### src/rtl/regfile_wr_arbiter.sv
// Register-file write-port arbiter: A (writeback) has priority, B (multi-cycle unit) gets a starvation guard.
// Define RF_CLEAR_EN to build the optional x1..x31 clear sequencer.
module regfile_wr_arbiter #(
  parameter int N          = 32,
  parameter int STARVE_MAX = 4
) (
  input  logic         clk,
  input  logic         rst,
  input  logic         a_valid,
  output logic         a_ready,
  input  logic [4:0]   a_addr,
  input  logic [N-1:0] a_data,
  input  logic         b_valid,
  output logic         b_ready,
  input  logic [4:0]   b_addr,
  input  logic [N-1:0] b_data,
  input  logic         clr_start,
  output logic         clr_busy,
  output logic         clr_done,
  output logic         rf_we,
  output logic [4:0]   rf_waddr,
  output logic [N-1:0] rf_wdata,
  output logic         conflict
);

  localparam int SW = $clog2(STARVE_MAX + 1);
  localparam logic [SW-1:0] STARVE_LIM = SW'(STARVE_MAX);

  logic          in_arb;
  logic          clr_go;
  logic          clr_issue;
  logic [4:0]    clr_addr;
  logic [SW-1:0] starve_cnt;
  logic          b_force;
  logic          grant_a;
  logic          grant_b;

`ifdef RF_CLEAR_EN
  typedef enum logic {ARB, CLEAR} state_t;

  state_t     state_q;
  state_t     state_d;
  logic [4:0] clr_cnt;
  logic       clr_last;

  assign in_arb    = (state_q == ARB);
  assign clr_go    = in_arb && clr_start;
  assign clr_busy  = (state_q == CLEAR);
  // clr_cnt holds the address currently on the port; 31 is the final clear write.
  assign clr_issue = clr_go || (state_q == CLEAR && clr_cnt != 5'd31);
  assign clr_addr  = clr_go ? 5'd1 : clr_cnt + 5'd1;

  always_comb begin
    // NOTE: every always_comb output gets a default first so no path infers a latch.
    state_d  = state_q;
    clr_last = 1'b0;
    unique case (state_q)
      ARB:   if (clr_start) state_d = CLEAR;
      CLEAR: if (clr_cnt == 5'd31) begin
               state_d  = ARB;
               clr_last = 1'b1;
             end
      default: state_d = ARB;
    endcase
  end

  always_ff @(posedge clk) begin
    if (rst) begin
      state_q  <= ARB;
      clr_cnt  <= 5'd0;
      clr_done <= 1'b0;
    end else begin
      state_q  <= state_d;
      clr_done <= clr_last;
      if (clr_issue) clr_cnt <= clr_addr;
    end
  end
`else
  logic unused_clr_start;

  assign unused_clr_start = clr_start;
  assign in_arb    = 1'b1;
  assign clr_go    = 1'b0;
  assign clr_issue = 1'b0;
  assign clr_addr  = 5'd0;
  assign clr_busy  = 1'b0;
  assign clr_done  = 1'b0;
`endif

  assign b_force = b_valid && (starve_cnt == STARVE_LIM);

  always_comb begin
    grant_a = 1'b0;
    grant_b = 1'b0;
    if (!rst && in_arb && !clr_go) begin
      if (b_force)      grant_b = 1'b1;
      else if (a_valid) grant_a = 1'b1;
      else if (b_valid) grant_b = 1'b1;
    end
  end

  assign a_ready  = grant_a;
  assign b_ready  = grant_b;
  assign conflict = a_valid && b_valid && in_arb;

  always_ff @(posedge clk) begin
    // NOTE: sequential state uses non-blocking assignments so every flop samples pre-edge values.
    if (rst) begin
      starve_cnt <= '0;
    end else if (in_arb) begin
      if (!b_valid || grant_b)        starve_cnt <= '0;
      else if (starve_cnt != STARVE_LIM) starve_cnt <= starve_cnt + 1'b1;
    end
  end

  // x0 writes are consumed but never reach the register file; addr/data still track the grant.
  always_ff @(posedge clk) begin
    if (rst) begin
      rf_we    <= 1'b0;
      rf_waddr <= 5'd0;
      rf_wdata <= '0;
    end else if (grant_a) begin
      rf_we    <= (a_addr != 5'd0);
      rf_waddr <= a_addr;
      rf_wdata <= a_data;
    end else if (grant_b) begin
      rf_we    <= (b_addr != 5'd0);
      rf_waddr <= b_addr;
      rf_wdata <= b_data;
    end else if (clr_issue) begin
      rf_we    <= 1'b1;
      rf_waddr <= clr_addr;
      rf_wdata <= '0;
    end else begin
      rf_we <= 1'b0;
    end
  end

endmodule

### config.mk
export PLATFORM = sky130hd
export DESIGN_NAME = regfile_wr_arbiter
export DESIGN_NICKNAME = d
export VERILOG_FILES = /design/src/rtl/regfile_wr_arbiter.sv
export SDC_FILE = /design/constraint.sdc
export NUM_CORES = 1
export LEC_CHECK = 0
export ABC_AREA = 1
export BUFFER_PORTS_ARGS = -buffer_cell sky130_fd_sc_hd__buf_4
export CAP_MARGIN = 20
export CORE_ASPECT_RATIO = 1.1
export CORE_UTILIZATION = 46
export DETAILED_ROUTE_END_ITERATION = 10
export PLACE_DENSITY = 0.9
export SKIP_LAST_GASP = 1
export SLEW_MARGIN = 30
export SYNTH_ARGS = -nofsm -noshare
export SYNTH_HDL_FRONTEND = slang
export SYNTH_SLANG_ARGS = --single-unit
### constraint.sdc
create_clock -name clk -period 1.65 [get_ports clk]
set_input_delay 0.33 -clock clk [delete_from_list [all_inputs] [get_ports clk]]
set_output_delay 0.33 -clock clk [all_outputs]
set_load 0.05 [all_outputs]
## Word-level counts from Yosys, hierarchy flattened

Cells that the tools add are included.

- Memory bits (read-only): 0
- Word-level logic and storage cells: 28
- Input port bits: 79
- Bits in latches: 0
- Memories kept: 0
- Output and inout bits: 43
- Register bits after elaboration: 41
- RAM bits: 0

- Divide/modulo/power cells: 0
- Add/sub/neg operators: 1
- Mux-type cells: 13
- Equality and inequality tests: 2
- Magnitude comparators: 0
- Multipliers: 0
- Shift operators: 0
- Reduce and logical (&&, ||, !) cells: 8
- Bitwise operators: 0

Operators by type and width:

| kind | count |
|---|---|
| $mux W32 | 2 |
| $mux W5 | 2 |
| $reduce_bool A5 Y1 | 2 |
| $mux W1 | 9 |
| $add A3 B1 Y3 const B | 1 |
| $eq A3 B3 Y1 const B | 1 |
| $ne A3 B3 Y1 const B | 1 |
| $logic_and A1 B1 Y1 | 2 |
| $reduce_bool A2 Y1 | 1 |
| $reduce_or A2 Y1 | 1 |
| $logic_not A1 Y1 | 1 |
| $logic_or A1 B1 Y1 | 1 |

## Depth between registers and ports, before layout

Gate-level depths: netlist (run 1).

- Word-level depth: 6
- Mapped depth: 10
- Gate-level depth less buffers: 8

## Worst setup path after synthesis (run 1)

No wires, ideal clock.

- Kind: flip-flop to output port
- Start: reg starve_cnt[0]
- End: out b_ready
- Setup slack: -0.100 ns
- Path buffers: 0
- Stages on the path, launching flop included: 5
- Required time: 1.320 ns
- Arrival: 1.420 ns
- Cell sequence: dfxtp_1 -> inv_1 -> ha_1 -> nand2_1 -> a21oi_1

- Cells in the longest elaborated chain, start to end: 4

Ends and longest elaborated chain:

| element | RTL line | RTL |
|---|---|---|
| from (decl) | 33 | `logic [SW-1:0] starve_cnt;` |
| from (signal assigned) | 112 | `else if (starve_cnt != STARVE_LIM) starve_cnt <= starve_cnt + 1'b1;` |
| $eq A3 B3 Y1 | 90 | `assign b_force = b_valid && (starve_cnt == STARVE_LIM);` |
| $logic_and A1 B1 Y1 | 90 |  |
| $mux W1 | 96 | `if (b_force) grant_b = 1'b1;` |
| $mux W1 | 95 | `if (!rst && in_arb && !clr_go) begin` |
| to (decl) | 14 | `output logic b_ready,` |

Every way passes these cells.

## Final worst setup path (run 1)

- Start: reg starve_cnt[0]
- End: out a_ready

- Cells in the longest elaborated chain, start to end: 4

Ends and longest elaborated chain:

| element | RTL line | RTL |
|---|---|---|
| $eq A3 B3 Y1 | 90 |  |
| $logic_and A1 B1 Y1 | 90 |  |
| $mux W1 | 96 |  |
| $mux W1 | 95 |  |
| to (decl) | 10 | `output logic a_ready,` |

Every way passes these cells.

==> run_results.csv, run 1 <==
group,metric,value,unit
run_status,run_status,"finished, violations left",
run_status,failed_checks,"DRC",
route,drt-total-wl,6490,um
finish,drive_gt1_share,37.4,%
clocking,numCtsBuffers,5,
placed_design,pre_cts_ws,221,ps
route,wire_per_inst,12.1,um
finish,multi_input_comb_area,0.00113,mm^2
logic_synthesis,ys_types,22,
clocking,clk_latency,280,ps
finish,layout.nets,558,
power_and_ir_drop,switching_share,35.0,%
run,max_cap_viol_count,0,
floorplan,design.die.area,0.00556,mm^2
route,viasPerCell,4.93,
sta,final-hold-violation-count,0,
clocking,clk_pin_slew_worst_paths,70,ps
critical_path,crit_required,1320,ps
placed_design,port-buffer-count,118,
power_and_ir_drop,power.switching,924,uW
logic_synthesis,synthAdderAreaFrac,1.03,%
logic_synthesis,synthSimpleGateAreaFrac,34.6,%
critical_path,crit_top_cell,"inv_2",
grt,antenna_found_initial,0,
logic_synthesis,synth_compound_area_share,8.63,%
critical_path,cp_slowest_cell,"dfxtp_2",
sta,setup_violations,0,
finish,final-seq-area,822,um^2
critical_path,rr_startpoint,"starve_cnt[1]",
placed_design,hpwl,4920,um
sta,max_freq,631,MHz
power_and_ir_drop,power_density,770,mW/mm^2
finish,area_growth,41.5,%
logic_synthesis,yosys.area_share.xor_xnor,0.362,%
floorplan,ioPinCount,122,
critical_path,critPathLaunch,"starve_cnt[0]",
critical_path,cp-end-kind,"primary output",
power_and_ir_drop,power.clock.fraction,23.6,%
finish,diodes,0,
sta,post-route-period-util,96.0,%
sta,fin_ws,66.4,ps
critical_path,path_max_fanout,4,
power_and_ir_drop,p_int,1720,uW
clocking,cts-root-buf,"clkbuf_8",
route,num_vias,2640,
sta,slew_violations,0,
critical_path,cp_top_family,"flip-flops",
worst_hold_path,hold_path_startpoint,"a_addr[4]",
route,drc,8,
floorplan,dieHeight,78.1,um
grt,grt_pass1_wl,10800,um
finish,final_area,0.00343,mm^2
power_and_ir_drop,cellLeakagePower,0.00189,uW
logic_synthesis,yosysSeqAreaShare,33.9,%
logic_synthesis,syn-cell-area,0.00242,mm^2
floorplan,die_w,71.2,um
power_and_ir_drop,power_frac_seq,41.7,%
placed_design,place.gp.congestion,0.819,
route,drtIter0Drc,138,
floorplan,start_util,48.1,%
clocking,hold_buffers,0,
logic_synthesis,synthCells,362,
sta,fin_hold_ws,278,ps
logic_synthesis,synth_top_family_by_area,"simple AND/OR/NAND/NOR gates",
clocking,cts.sinks,41,
logic_synthesis,synth.mux.area_fraction,0,%
critical_path,max_stage_delay,340,ps
placed_design,placed_cell_area,0.00329,mm^2
route,drtAntennaViolNets,0,
floorplan,core,0.00503,mm^2
grt,grt_pass1_vias,2527,
sta,clock_skew,6.47,ps
clocking,tritoncts,"built",
grt,grt_overflow,0,
power_and_ir_drop,total_power,2640,uW
critical_path,path_cells,"inv_2 -> ha_4 -> nand3_2 -> nand2_4 -> inv_2 -> buf_8",
finish,fill_cells,471,
critical_path,critPathBufInv,3,
finish,fin_util,68.1,%
logic_synthesis,ys_seq_elements,41,
grt,track_usage,24.1,%
clocking,cts.htree.levels,2,
clocking,cts_buffer_depth,2,
logic_synthesis,syn_area_per_cell,6.69,um^2
critical_path,crit_type,"reg -> out",
floorplan,rows,27,
worst_hold_path,hp-class,"in -> reg",
critical_path,worstPathArrival,1250,ps
route,dr.pass1.iters,8,
grt,grt_max_degree,26,
logic_synthesis,yosysWarnings,0,
power_and_ir_drop,comb_power_share,34.6,%
sta,final.min_clock_period,1580,ps
critical_path,startpoint_type,"flip-flop",
power_and_ir_drop,ir_drop,0.534,mV
==> power by group through the flow <==
stage,logic (uW),clock network [uW],registers [uW]
floorplan,325,0,1380
global placement,886,0,1120
detailed placement,904,0,1130
CTS,911,650,1100
global route,989,692,1110
finish,915,624,1100
==> path summary, 6_finish.rpt <==
path | to | slack (ps) | cells past startpoint
max | a_ready | 70 | 6
min | rf_we | 280 | 3
max reg2reg | rf_wdata[26] | 310 | 8
min reg2reg | starve_cnt[0] | 430 | 1
==> timing repair <==
item,in CTS,in global routing
endpoints found under the hold margin,0,0
resized for setup,5,6
setup endpoints to repair,2,2
pin swaps,1,2
buffers inserted,1,1
==> registers in the layout (all words and copies together), names as in the netlist <==
| signal | flops |
|---|---|
| starve_cnt | 3 |
| rf_waddr | 5 |
| rf_we | 1 |
| rf_wdata | 32 |
==> cells in the final DEF (no fill, tap or decap), types with 2 or more instances in the layout <==
| cell | Yosys | routed |
|---|---|---|
| nand3_2 | 11 | 11 |
| clkbuf_1 | 3 | 3 |
| nand2_2 | 20 | 20 |
| conb_1 | 1 | 2 |
| nand3_1 | 64 | 64 |
| inv_2 | 3 | 5 |
| nand2_1 | 65 | 64 |
| dfxtp_1 | 41 | 40 |
| inv_1 | 80 | 78 |
| nor2_1 | 6 | 6 |
| clkbuf_8 | 0 | 5 |
| buf_4 | 3 | 129 |
| a21oi_1 | 38 | 37 |
==> per-stage QoR <==
step | std cells | TNS [ps]
floorplan | 363 | 0
global placement | 526 | 0
detailed placement | 526 | 0
CTS | 535 | -23.2
global route | 536 | -2.62
finish | 536 | 0
==> per-layer routing <==
metal  routed length [um]  part of all wire (%)  up-vias  track usage, %
met5                    0                     0        -               0
met4                   99                   1.5        0            7.40
met3                  581                   9.0       11            6.42
met2                 3490                    54      125            46.4
met1                 2320                    36     1175            25.0
li1                     -                     -     1329               -
==> cell families after synthesis <==
logic type,count (synthesis)
compound gates,41
buf+inv,108
other cells,1
flops,41
fa+ha+maj,2
simple gates,168
xor+xnor,1
==> synthesized netlist by cell type, drive strengths merged <==
cell    count  share of area [%]
nand2      85                 15
inv        83                 13
nand3      75                 18
dfxtp      41                 34
a21oi      38                7.9
buf        22                8.0
nor2        7                1.4
clkbuf      3               0.46
o21ai       3               0.77
ha          2                1.0
conb        1               0.15
nor3        1               0.21
xnor2       1               0.36
==> tightest hold or removal path, stage by stage <==
cell and delay, ps:
buf_4 100, o21ai_1 60, nand2_1 40
==> final cells by class <==
class | instances | area share [%]
inverters | 83 | 9.09
repair buffers | 132 | 29.6
flip-flops and latches | 41 | 24.0
well taps | 58 | 2.12
multi-input cells | 214 | 32.9
clock buffers | 8 | 2.34
Power figures use the tool's default switching activity.
==> inputs of run 2 (changes only) <==
CTS_BUF_LIST = sky130_fd_sc_hd__clkbuf_16   (was default)
REMOVE_ABC_BUFFERS = 1   (was default)
==> run_results.csv, run 2 (same netlist as run 1, synthesis figures left out) <==
group,metric,value,unit
placed_design,place.gp.congestion,0.775,
clocking,cts.sinks,41,
placed_design,placed_cell_area,0.00329,mm^2
sta,rsz0062_at_grt,"no",
critical_path,crit_type,"reg -> out",
route,drtIter0Drc,115,
finish,drive_gt1_share,37.2,%
clocking,tritoncts,"built",
route,drt-total-wl,6240,um
placed_design,port-buffer-count,118,
clocking,cts_buffer_depth,2,
floorplan,die_w,71.2,um
floorplan,ioPinCount,122,
sta,post-route-period-util,97.7,%
clocking,numCtsBuffers,5,
sta,final-hold-violation-count,0,
finish,top_regs,"rf_wdata x32, rf_waddr x5, starve_cnt x3",
sta,final.min_clock_period,1610,ps
critical_path,cp-end-kind,"primary output",
finish,final_area,0.00352,mm^2
route,dr.pass1.iters,7,
route,wire_per_inst,11.6,um
sta,setup_violations,0,
sta,max_freq,621,MHz
floorplan,dieHeight,78.1,um
worst_hold_path,hp-class,"in -> reg",
placed_design,hpwl,4640,um
route,viasPerCell,4.84,
sta,slew_violations,0,
critical_path,critPathLaunch,"starve_cnt[0]",
finish,final_common_cell,"buf_4",
finish,max_flop_register,"rf_wdata",
placed_design,dpl.cell_count,526,
clocking,clk_pin_slew_worst_paths,60,ps
run_status,run_status,"finished, violations left",
route,num_vias,2595,
grt,grt_max_degree,29,
run_status,failed_checks,"DRC",
critical_path,critPathBufInv,3,
critical_path,cp_top_family,"flip-flops",
run,max_cap_viol_count,0,
finish,layout.nets,558,
clocking,cts-root-buf,"clkbuf_16",
power_and_ir_drop,cellLeakagePower,0.00194,uW
clocking,cts.htree.levels,2,
grt,grt_pass1_vias,2438,
finish,area_growth,45.1,%
critical_path,path_max_fanout,3,
critical_path,worstPathArrival,1280,ps
floorplan,start_util,48.1,%
floorplan,core,0.00503,mm^2
grt,antenna_found_initial,0,
route,drtAntennaViolNets,0,
finish,diodes,0,
sta,clock_skew,4.03,ps
finish,layout_common_cells,"buf_4 (128), inv_1 (81), nand2_1 (64), nand3_1 (64), dfxtp_1 (40)",
critical_path,crit_required,1320,ps
power_and_ir_drop,power_density,879,mW/mm^2
grt,grt_pass1_wl,10200,um
critical_path,cp_slowest_cell,"dfxtp_2",
critical_path,max_stage_delay,330,ps
floorplan,rows,27,
power_and_ir_drop,ir_drop,0.588,mV
grt,track_usage,22.8,%
critical_path,startpoint_type,"flip-flop",
grt,grt_overflow,0,
route,drc,10,
critical_path,rr_startpoint,"starve_cnt[0]",
floorplan,design.die.area,0.00556,mm^2
critical_path,path_cells,"inv_1 -> ha_4 -> nand3_2 -> nand2_4 -> inv_2 -> buf_8",
finish,instances_no_fill,536,
finish,largest_reg_flops,32,
worst_hold_path,hold_path_startpoint,"a_addr[4]",
clocking,clk_latency,280,ps
[run 2: stage by stage]
step / total power (uW) / TNS, ps / utilization (%) / hold WS (ps) / worst slack (ps)
after floorplan: 1650 / -17600 / - / 417 / -727
after global placement: 2010 / 0 / 65.3 / 426 / 201
after detailed placement: 2030 / 0 / 65.3 / 445 / 187
after CTS: 3110 / 0 / 69.3 / 269 / 9.84
after global routing: 3230 / 0 / 69.8 / 300 / 2.02
final: 3090 / 0 / 69.8 / 275 / 38.7
[run 2: cell type report]
| type | instances | area (um^2) |
|---|---|---|
| timing repair buffer | 132 | 1030 |
| fill | 431 | 1520 |
| clock buffer | 5 | 125 |
| tap | 58 | 72.6 |
| sequential | 41 | 822 |
| inverter | 83 | 312 |
| clock inverter | 3 | 37.5 |
| multi-input combinational | 214 | 1120 |
[run 2: worst paths after layout]
kind,slack [ps],end,cells past startpoint
worst max-delay path,40,a_ready,6
worst min-delay path,280,rf_we,3
worst max register to register,180,rf_wdata[16],10
worst min register to register,430,starve_cnt[0],1
[run 2: report_power, final]
group | leakage, uW | internal (uW) | switching, uW
registers | 0.000340 | 1070 | 37.6
logic | 0.00152 | 352 | 562
clock network | 0.0000826 | 702 | 369
total | 0.00194 | 2120 | 968
[run 2: routing by layer]
layer  vias up  GRT usage [%]  routed length (um)
met5         -              0                   0
met4         0           9.20                 132
met3        15           4.62                 415
met2        92           43.6                3380
met1      1160           23.8                2310
li1       1328              -                   -
[run 2: tightest hold or removal path, cell delays in order]
cell and delay, ps:
buf_4 90, o21ai_1 60, nand2_1 40
[run 2: what timing repair did]
action / 4_1_cts / 5_1_grt
endpoints found under the setup margin: 2 / 2
hold buffers: 0 / 0
pin swaps: 2 / 3
resized for setup: 8 / 1
setup buffers: 1 / 1
